--- src/rtl/div_unit.sv ---
// rtl/div_unit.sv - multi-cycle restoring divider for DIV/DIVU
// Remainder goes to hi, quotient to lo; one shift-subtract iteration per clock.
module div_unit #(
  parameter int WIDTH = 32
) (
  input  logic             clk,
  input  logic             rst,
  input  logic             start,
  input  logic             isSigned,
  input  logic [WIDTH-1:0] dataA,
  input  logic [WIDTH-1:0] dataB,
  output logic             busy,
  output logic             done,
  output logic             divZero,
  output logic [WIDTH-1:0] hi,
  output logic [WIDTH-1:0] lo
);
  localparam int CW = $clog2(WIDTH + 1);

  typedef enum logic [1:0] {IDLE, CALC, FIX, DONE} state_t;

  state_t           state;
  logic [WIDTH-1:0] rem;
  logic [WIDTH-1:0] quo;
  logic [WIDTH-1:0] divisor;
  logic [CW-1:0]    cnt;
  logic             q_neg;
  logic             r_neg;

  logic [WIDTH-1:0] a_mag;
  logic [WIDTH-1:0] b_mag;
  logic [WIDTH:0]   shifted;
  logic [WIDTH+1:0] trial;
  logic             trial_ok;

  // Extra guard bit on trial: a valid difference is always below the divisor,
  // so both top bits are zero exactly when the subtraction did not go negative.
  always_comb begin
    a_mag    = (isSigned && dataA[WIDTH-1]) ? -dataA : dataA;
    b_mag    = (isSigned && dataB[WIDTH-1]) ? -dataB : dataB;
    shifted  = {rem, quo[WIDTH-1]};
    trial    = {1'b0, shifted} - {2'b00, divisor};
    trial_ok = (trial[WIDTH+1:WIDTH] == 2'b00);
  end

  always_ff @(posedge clk) begin
    if (rst) begin
      state   <= IDLE;
      busy    <= 1'b0;
      done    <= 1'b0;
      divZero <= 1'b0;
      hi      <= '0;
      lo      <= '0;
      rem     <= '0;
      quo     <= '0;
      divisor <= '0;
      cnt     <= '0;
      q_neg   <= 1'b0;
      r_neg   <= 1'b0;
    end else begin
      case (state)
        IDLE: begin
          if (start) begin
            busy <= 1'b1;
            if (dataB == '0) begin
              hi      <= dataA;
              lo      <= '1;
              divZero <= 1'b1;
              done    <= 1'b1;
              state   <= DONE;
            end else begin
              rem     <= '0;
              quo     <= a_mag;
              divisor <= b_mag;
              q_neg   <= isSigned & (dataA[WIDTH-1] ^ dataB[WIDTH-1]);
              r_neg   <= isSigned & dataA[WIDTH-1];
              cnt     <= CW'(WIDTH);
              state   <= CALC;
            end
          end
        end
        CALC: begin
          rem <= trial_ok ? trial[WIDTH-1:0] : shifted[WIDTH-1:0];
          quo <= {quo[WIDTH-2:0], trial_ok};
          cnt <= cnt - CW'(1);
          if (cnt == CW'(1)) state <= FIX;
        end
        FIX: begin
          hi      <= r_neg ? -rem : rem;
          lo      <= q_neg ? -quo : quo;
          divZero <= 1'b0;
          done    <= 1'b1;
          state   <= DONE;
        end
        DONE: begin
          done  <= 1'b0;
          busy  <= 1'b0;
          state <= IDLE;
        end
        default: state <= IDLE;
      endcase
    end
  end
endmodule

--- config.mk ---
export PLATFORM = sky130hd
export DESIGN_NAME = div_unit
export DESIGN_NICKNAME = d
export VERILOG_FILES = /design/src/rtl/div_unit.sv
export SDC_FILE = /design/constraint.sdc
export NUM_CORES = 1
export LEC_CHECK = 0
export ABC_AREA = 1
export CAP_MARGIN = 20
export CELL_PAD_IN_SITES_DETAIL_PLACEMENT = 1
export CELL_PAD_IN_SITES_GLOBAL_PLACEMENT = 1
export CORE_MARGIN = 2
export CORE_UTILIZATION = 36
export DETAILED_ROUTE_END_ITERATION = 6
export GPL_ROUTABILITY_DRIVEN = 1
export PLACE_DENSITY = 0.78
export SETUP_SLACK_MARGIN = 0.5
export SYNTH_ARGS = -nofsm -noshare
export SYNTH_HDL_FRONTEND = slang
export SYNTH_SLANG_ARGS = --single-unit
export TNS_END_PERCENT = 5
--- constraint.sdc ---
create_clock -name clk -period 2.2 [get_ports clk]
set_input_delay 0.55 -clock clk [delete_from_list [all_inputs] [get_ports clk]]
set_output_delay 0.55 -clock clk [all_outputs]
set_load 0.02 [all_outputs]
Word-level counts from Yosys, hierarchy flattened
Index checks and enable logic that the tools add are counted.

$add $sub $neg: 6. Equal/unequal tests: 8. Multiplexer cells: 30. Bitwise operators: 4. Reduce and logical (&&, ||, !) cells: 15.

Operators by type and width (count): two-way mux 32 bit (13); one-hot mux 32 bit (2 select lines) (4); negator 32 bit (4); subtractor 33 x 32 -> 34 bit (1); logical NOT 32 bit (1); two-way mux 6 bit (2); one-hot mux 6 bit (2 select lines) (1); AND reduction 3 bit (4); inequality test 2 bit, second input constant (4); one-hot mux 2 bit (4 select lines) (1); equality test 6 x 1 -> 1 bit, second input constant (1); two-way mux 2 bit (3); nonzero test 2 bit (3); subtractor 6 x 1 -> 6 bit, second input constant (1); equality test 2 bit, second input constant (2); logical NOT 2 bit (2); one-hot mux 1 bit (2 select lines) (2); AND reduction 2 bit (2); two-way mux 1 bit (3); one-hot mux 1 bit (3 select lines) (1); nonzero test 3 bit (1); bitwise AND 1 bit (2); equality test 2 x 1 -> 1 bit, second input constant (1); logical AND 1 bit (2); other kinds (2) (2).

Register bits: 173. Bits of input ports: 68. Output and inout port bits: 67. Logic and storage cells: 75.

Logic depth before layout (Yosys ltp)
Gate-level depths: netlist of the first run.

Depth after elaboration: 5. Mapped depth: 20. Gate-level depth less buffers: 19.

Worst setup path after synthesis of the first run
No wires, ideal clock.

Path kind: reg-to-reg. Start: register quo[31]. End: register rem[29]. Setup time: 132 ps. Data arrival time: 2119 ps. Data required time: 2068 ps. Path slack: -52 ps. Cell stages (with the launch flop): 20. Path buffers: 1. Period minus slack after synthesis: 2252 ps. Path through: dfxtp_1 > inv_1 > ha_1 > inv_1 > fa_1 > nand3_1 > nand3_1 > nand2_1 > nand2_1 > nand2_1 > nand2_1 > nand2_1 > nand3_1 > nand2_1 > nand2_1 > buf_4 > inv_1 > nand2_1 > nand2_1 > a21oi_1.

Longest elaborated chain between the ends: 4.

RTL lines: start: declaration (RTL line 24) `logic [WIDTH-1:0] quo;`; start signal: assignment (RTL line 73) `quo <= a_mag;`; start signal: assignment (RTL line 84) `quo <= {quo[WIDTH-2:0], trial_ok};`; subtractor 33 x 32 -> 34 bit (*) (RTL line 42) `trial = {1'b0, shifted} - {2'b00, divisor};`; logical NOT 2 bit (RTL line 43) `trial_ok = (trial[WIDTH+1:WIDTH] == 2'b00);`; two-way mux 32 bit (*) (RTL line 83) `rem <= trial_ok ? trial[WIDTH-1:0] : shifted[WIDTH-1:0];`; one-hot mux 32 bit (2 select lines) (*) (RTL line 61) `case (state)`; end signal: assignment (RTL line 83); end: declaration (RTL line 23) `logic [WIDTH-1:0] rem;`.

Mark *: on every way between the ends. The rest lies on a longest branch, timed or not. A chain may end at the register's enable or synchronous reset.

Final worst setup path of the first run
Start: register divisor[20]. End: register rem[25].

Longest elaborated chain between the ends: 4.

RTL lines: start: declaration (RTL line 25) `logic [WIDTH-1:0] divisor;`; start signal: assignment (RTL line 74) `divisor <= b_mag;`; subtractor 33 x 32 -> 34 bit (*) (RTL line 42); logical NOT 2 bit (RTL line 43); two-way mux 32 bit (*) (RTL line 83); one-hot mux 32 bit (2 select lines) (*) (RTL line 61).

Marked as above.

==> results of run 1 <==
## per-layer routing
metal	up-vias	global-route usage (%)
met5	-	0
met4	0	13.83
met3	154	4.140
met2	560	55.82
met1	8378	38.86
li1	7880	-
## layout by cell type, fill, tap and decap left out, drive strengths merged, types with 26 or more instances in the layout
master	instances
a21oi	153
ha	42
buf	412
xor2	65
nand3	192
inv	306
nand4	26
a31oi	43
dfxtp	173
clkbuf	30
nor2	218
o21ai	152
dlymetal6s2s	70
nand2	577
## worst paths after layout
path	startpoint	endpoint	slack [ns]
max	divisor[20]	rem[25]	-0.37
min	dataB[0]	divisor[0]	0.46
max reg2reg	divisor[20]	rem[25]	-0.37
min reg2reg	divZero	divZero	0.48
## tightest hold or removal path, cell delays in order
cell,delay (ns)
buf_6,0.10
inv_4,0.05
buf_4,0.11
a21oi_1,0.05
## final cells by class
cell class | count | area, sq um | area share [%]
multi-input cells | 1594 | 9993 | 48.65
repair buffers | 517 | 4701 | 22.88
flip-flops and latches | 173 | 3485 | 16.96
inverters | 306 | 1214 | 5.908
well taps | 461 | 576.8 | 2.808
clock buffers | 19 | 442.9 | 2.156
clock inverters | 13 | 128.9 | 0.6274
## flip-flops by register name (all words and copies together), names as in the netlist
signal   cells
lo          32
divisor     32
r_neg        1
rem         32
cnt          6
hi          32
done         1
divZero      1
busy         1
state        2
q_neg        1
quo         32
## power by group through the flow
| stage | Sequential [mW] | Clock, mW | Combinational, mW |
|---|---|---|---|
| final | 4.41 | 3.13 | 10.8 |
| after global routing | 4.46 | 3.25 | 11.6 |
| after CTS | 4.31 | 3.13 | 9.54 |
| after detailed placement | 4.34 | 0 | 8.84 |
| after global placement | 4.31 | 0 | 8.54 |
| after floorplan | 4.40 | 0 | 4.53 |
## logic make-up (layout without fill, tap and decap cells)
group | count (synthesis) | in the layout | share of synthesized area (%)
DFF | 173 | 173 | 26.72
buffers and inverters | 385 | 855 | 11.76
xor gates and xnor gates | 90 | 90 | 6.081
and+or+nand+nor | 1066 | 1066 | 34.57
adders and majority gates | 43 | 43 | 4.208
AOI/OAI and AO/OA | 395 | 395 | 16.67
## metrics by stage
step | std cells | worst slack (ns)
after floorplan | 2152 | 0.09141
after global placement | 3042 | -0.5766
after detailed placement | 3042 | -0.6936
after CTS | 3079 | -0.1539
after global routing | 3083 | -0.3953
final | 3083 | -0.3738
## repair_timing
action	4_1_cts	5_1_grt
setup buffers	3	2
pin swaps	136	195
resized for setup	461	404
setup endpoints to repair	239	235
gates cloned	2	2
==> flow_summary.yaml, run 1 <==
layout:
  finalCoreUtilization_pct: 57.89
  nets: 2720
  antennaDiodeCount: 0
  num-fill-cells: 4509
  area_growth_syn_to_layout_pct: 58.45
  design_area_sq_um: 20540
  drive_above_1_share_pct: 34.21
cts:
  clock_path_buffers: 2
  clock_sinks: 173
  numCtsBuffers: 17
  htreeDepth: 4
  cts_tree: "done"
  cts_hold_buf: 0
  clk_latency_ns: 0.46
  clockRootBuffer: "clkbuf_16"
  clk_pin_slew_ns: 0.07
timing:
  hold_viol_final: 0
  holdWs_ns: 0.4550
  relSlewSlack_pct: 56.74
  max_freq_mhz: 388.5
  worst_slew_pin_slew_ns: 0.6422
  finalMaxSlewViolations: 0
  setup_tns_ns: -9.943
  fin_ws_ns: -0.3738
  layout_worst_path_cycle_share_pct: 117.0
  finClkSkew_ns: 0.01488
  rsz0062_at_grt: "true"
  finalCriticalPeriod_ns: 2.574
  setup-violations-final: 33
setup_path:
  cp.required_ns: 2.52
  crit_slowest_cell: "dfxtp_1"
  cpPeakStageDelay_ns: 0.37
  crit_type: "flop to flop"
  startpoint_type: "flop"
  arrival_ns: 2.89
  end_kind: "flop"
  path_delay_family: "simple AND/OR/NAND/NOR gates"
  crit_buf_inv: 2
  path_max_fanout: 6
  worst-path-stages: 13
  crit_chain: "inv_1, ha_1, a21oi_1, nand2_1, nand2_1, a21oi_1, nor2_1, nand2_4, nand2_8, clkbuf_16, nand2_1, nand3_1, a21oi_1"
  ff2ff_path_depth: 13
drt:
  met3_wirelength_mm: 3.263
  routedWlPerCell_um: 21.30
  drtAntennaViolNets: 0
  highest_layer: "met4"
  vias: 16970
  firstDrtPassIters: 5
  drt-initial-drc-count: 1144
  drc: 0
  viasPerCell: 5.505
  wl_met1_mm: 26.77
  wl_met2_mm: 32.53
  routed_wirelength_mm: 65.67
synthesis:
  async_flop_share_pct: 0
  ys.flop_type: "dfxtp_1"
  syn_avg_cell_area_sq_um: 6.024
  ys_ff_latch: 173
  synth_enable_flop_cells: 0
  synth-seq-area-share_pct: 26.72
  synthCells: 2152
  yosysTopAreaCellShare_pct: 26.72
  synth_top_cell_by_area: "dfxtp_1"
  synth_cell_type_count: 48
  netlist_area_sq_um: 12960
  synth_fp_nets: 2263
  synthTopCellsByArea: "dfxtp_1, nand2_1, inv_1"
  yosys_warnings: 0
  yosysMostFrequentCell: "nand2_1"
  ys_top_cells_by_count: "nand2_1, inv_1, nor2_1"
place:
  io_buffer_count: 134
  gp_congestion: 0.9815
  place_area_sq_um: 17630
  place_hpwl_mm: 47.35
pwr:
  switchingPower_mw: 8.708
  power_frac_seq_pct: 24.0
  clockPowerShare_pct: 17.0
  power_density_nw_per_um2: 894.9
  power_mw: 18.38
  swShare_pct: 47.37
  p_leak_nw: 10.56
  ir_drop_mv: 0.6111
  power_frac_comb_pct: 59.0
  intPower_mw: 9.674
global_route:
  grt_use_total_pct: 31.80
  grt_pass1_vias: 17180
  antenna_found_initial: 0
  overflow: 0
  grt_pass1_wl_mm: 95.06
  grt_max_degree: 75
floorplanning:
  die_width_um: 193.8
  die_area_sq_um: 37540
  coreArea_sq_um: 35480
  boundaryPins: 135
  start_util_pct: 36.54
  rows: 69
  die_h_um: 193.8
worst_hold_path:
  hp-class: "input port to flop"
  whs_path_depth: 4
run_status:
  outcome: "complete, but fails checks"
  failed_checks: "negative setup slack"
job:
  maxCapViolCount: 0
Note: power is estimated with default switching activity, not from simulation.
==> run 2, diff against run 1 <==
--- a/config.mk
+++ b/config.mk
@@ -13,6 +13,7 @@
 export CORE_UTILIZATION = 36
 export DETAILED_ROUTE_END_ITERATION = 6
 export GPL_ROUTABILITY_DRIVEN = 1
+export MAX_ROUTING_LAYER = met4
 export PLACE_DENSITY = 0.78
 export SETUP_SLACK_MARGIN = 0.5
 export SYNTH_ARGS = -nofsm -noshare
==> run 2 against run 1 <==
  * The run still ends with negative setup slack left
  * Sequential power hardly changed
  * Largest power group unchanged
  * Clock skew rose by 0.0071 ns
  * Cell count is 0.32% higher
  * Non-clock buffer count up 10
  * Utilization is 0.060 points higher
  * Critical path depth rose by 2
  * Register-to-register slack got worse by 0.15 ns
  * Hold slack improved by 0.014 ns
==> flow_summary.yaml, run 2 (synthesis results as in run 1) <==
run_status:
  outcome: "complete, but fails checks"
  failed_checks: "negative setup slack"
timing:
  relSlewSlack_pct: 62.81
  setup-violations-final: 33
  rsz0062_at_grt: "true"
  fin_ws_ns: -0.5219
  finalMaxSlewViolations: 0
  finClkSkew_ns: 0.02200
  max_freq_mhz: 367.4
  worst_slew_pin_slew_ns: 0.5527
  hold_viol_final: 0
  holdWs_ns: 0.4687
  finalCriticalPeriod_ns: 2.722
  layout_worst_path_cycle_share_pct: 123.7
place:
  place_area_sq_um: 17620
  io_buffer_count: 134
  gp_congestion: 0.9582
  placedCellCount: 3043
  place_hpwl_mm: 47.34
global_route:
  grt_pass1_vias: 17150
  antenna_found_initial: 0
  grt_pass1_wl_mm: 94.40
  grt_use_total_pct: 32.71
  overflow: 0
  grt_max_degree: 75
setup_path:
  arrival_ns: 3.11
  end_kind: "flop"
  startpoint_type: "flop"
  path_max_fanout: 7
  cp.required_ns: 2.59
  crit_type: "flop to flop"
cts:
  clock_sinks: 173
  cts_tree: "done"
  htreeDepth: 4
  cts_hold_buf: 0
  clockRootBuffer: "clkbuf_16"
  clk_pin_slew_ns: 0.08
  clk_latency_ns: 0.48
  numCtsBuffers: 17
  clock_path_buffers: 2
drt:
  routedWlPerCell_um: 22.68
  viasPerCell: 5.644
  drc: 0
  drt-initial-drc-count: 1192
  drtAntennaViolNets: 0
  firstDrtPassIters: 5
  routed_wirelength_mm: 70.15
  vias: 17460
floorplanning:
  coreArea_sq_um: 35480
  die_width_um: 193.8
  boundaryPins: 135
  die_h_um: 193.8
  rows: 69
  start_util_pct: 36.54
  die_area_sq_um: 37540
layout:
  finalCoreUtilization_pct: 57.95
  layout_commonest_cell: "nand2_1"
  design_area_sq_um: 20560
  area_growth_syn_to_layout_pct: 58.61
  mostFrequentLayoutCells: "nand2_1, buf_4, inv_1"
  drive_above_1_share_pct: 34.19
  stdcell_count: 3093
  antennaDiodeCount: 0
  nets: 2730
pwr:
  p_leak_nw: 10.52
  ir_drop_mv: 0.5452
  power_density_nw_per_um2: 917.3
worst_hold_path:
  hp-class: "flop to flop"
job:
  maxCapViolCount: 0
## run 2: layout make-up
cell class	count	area [sq um]
Timing Repair Buffer	527	4738
Clock buffer	18	429.2
Inverter	306	1200
Clock inverter	14	132.6
Fill cell	4559	14920
Sequential cell	173	3495
Multi-Input combinational cell	1594	9991
Tap cell	461	576.8
## run 2: through the flow
stage / TNS (ns) / setup WS, ns / power, mW
global placement: -75.24 / -0.5726 / 12.92
global route: -14.78 / -0.5090 / 19.73
floorplan: 0 / 0.09141 / 8.928
detailed placement: -94.25 / -0.6686 / 13.24
finish: -14.19 / -0.5219 / 18.86
CTS: -6.870 / -0.2262 / 16.82
## run 2: power by group
group	leakage [nW]	switching [mW]	internal, mW
combinational	8.82	6.90	4.38
sequential	1.42	0.630	3.78
clock	0.279	1.58	1.59
total	10.5	9.12	9.74
## run 2: path summary, 6_finish.rpt
path              depth (start not counted)  startpoint  slack (ns)  endpoint
hold reg to reg                           2     divZero        0.47   divZero
setup reg to reg                         15  divisor[3]       -0.52   rem[16]
setup / recovery                         15  divisor[3]       -0.52   rem[16]
hold / removal                            2     divZero        0.47   divZero
## run 2: worst max-delay path, stage by stage (launching register included)
cell and delay [ns]:
dfxtp_1 0.34, inv_1 0.15, ha_4 0.35, nand2_1 0.11, nor2_1 0.18, nand3_1 0.13, nand3b_2 0.14, nand2_1 0.12
nand2_1 0.16, nand2_2 0.08, nand2_4 0.19, nand2_8 0.13, buf_16 0.17, nand2_2 0.07, nand3_2 0.08, a21oi_2 0.23
## run 2: timing repair
action / in CTS / in global routing
endpoints found under the setup margin: 239 / 234
gates cloned: 3 / 4
setup buffers: 8 / 3
resized for setup: 431 / 426
pin swaps: 127 / 198
## run 2: routing by layer
layer  track usage (%)  part of all wire, %  wire [um]
met1             39.65                   40      28350
met5                 -                    0          0
met3             3.775                  5.6       3911
met2             55.09                   48      33680
met4             13.60                  6.0       4207
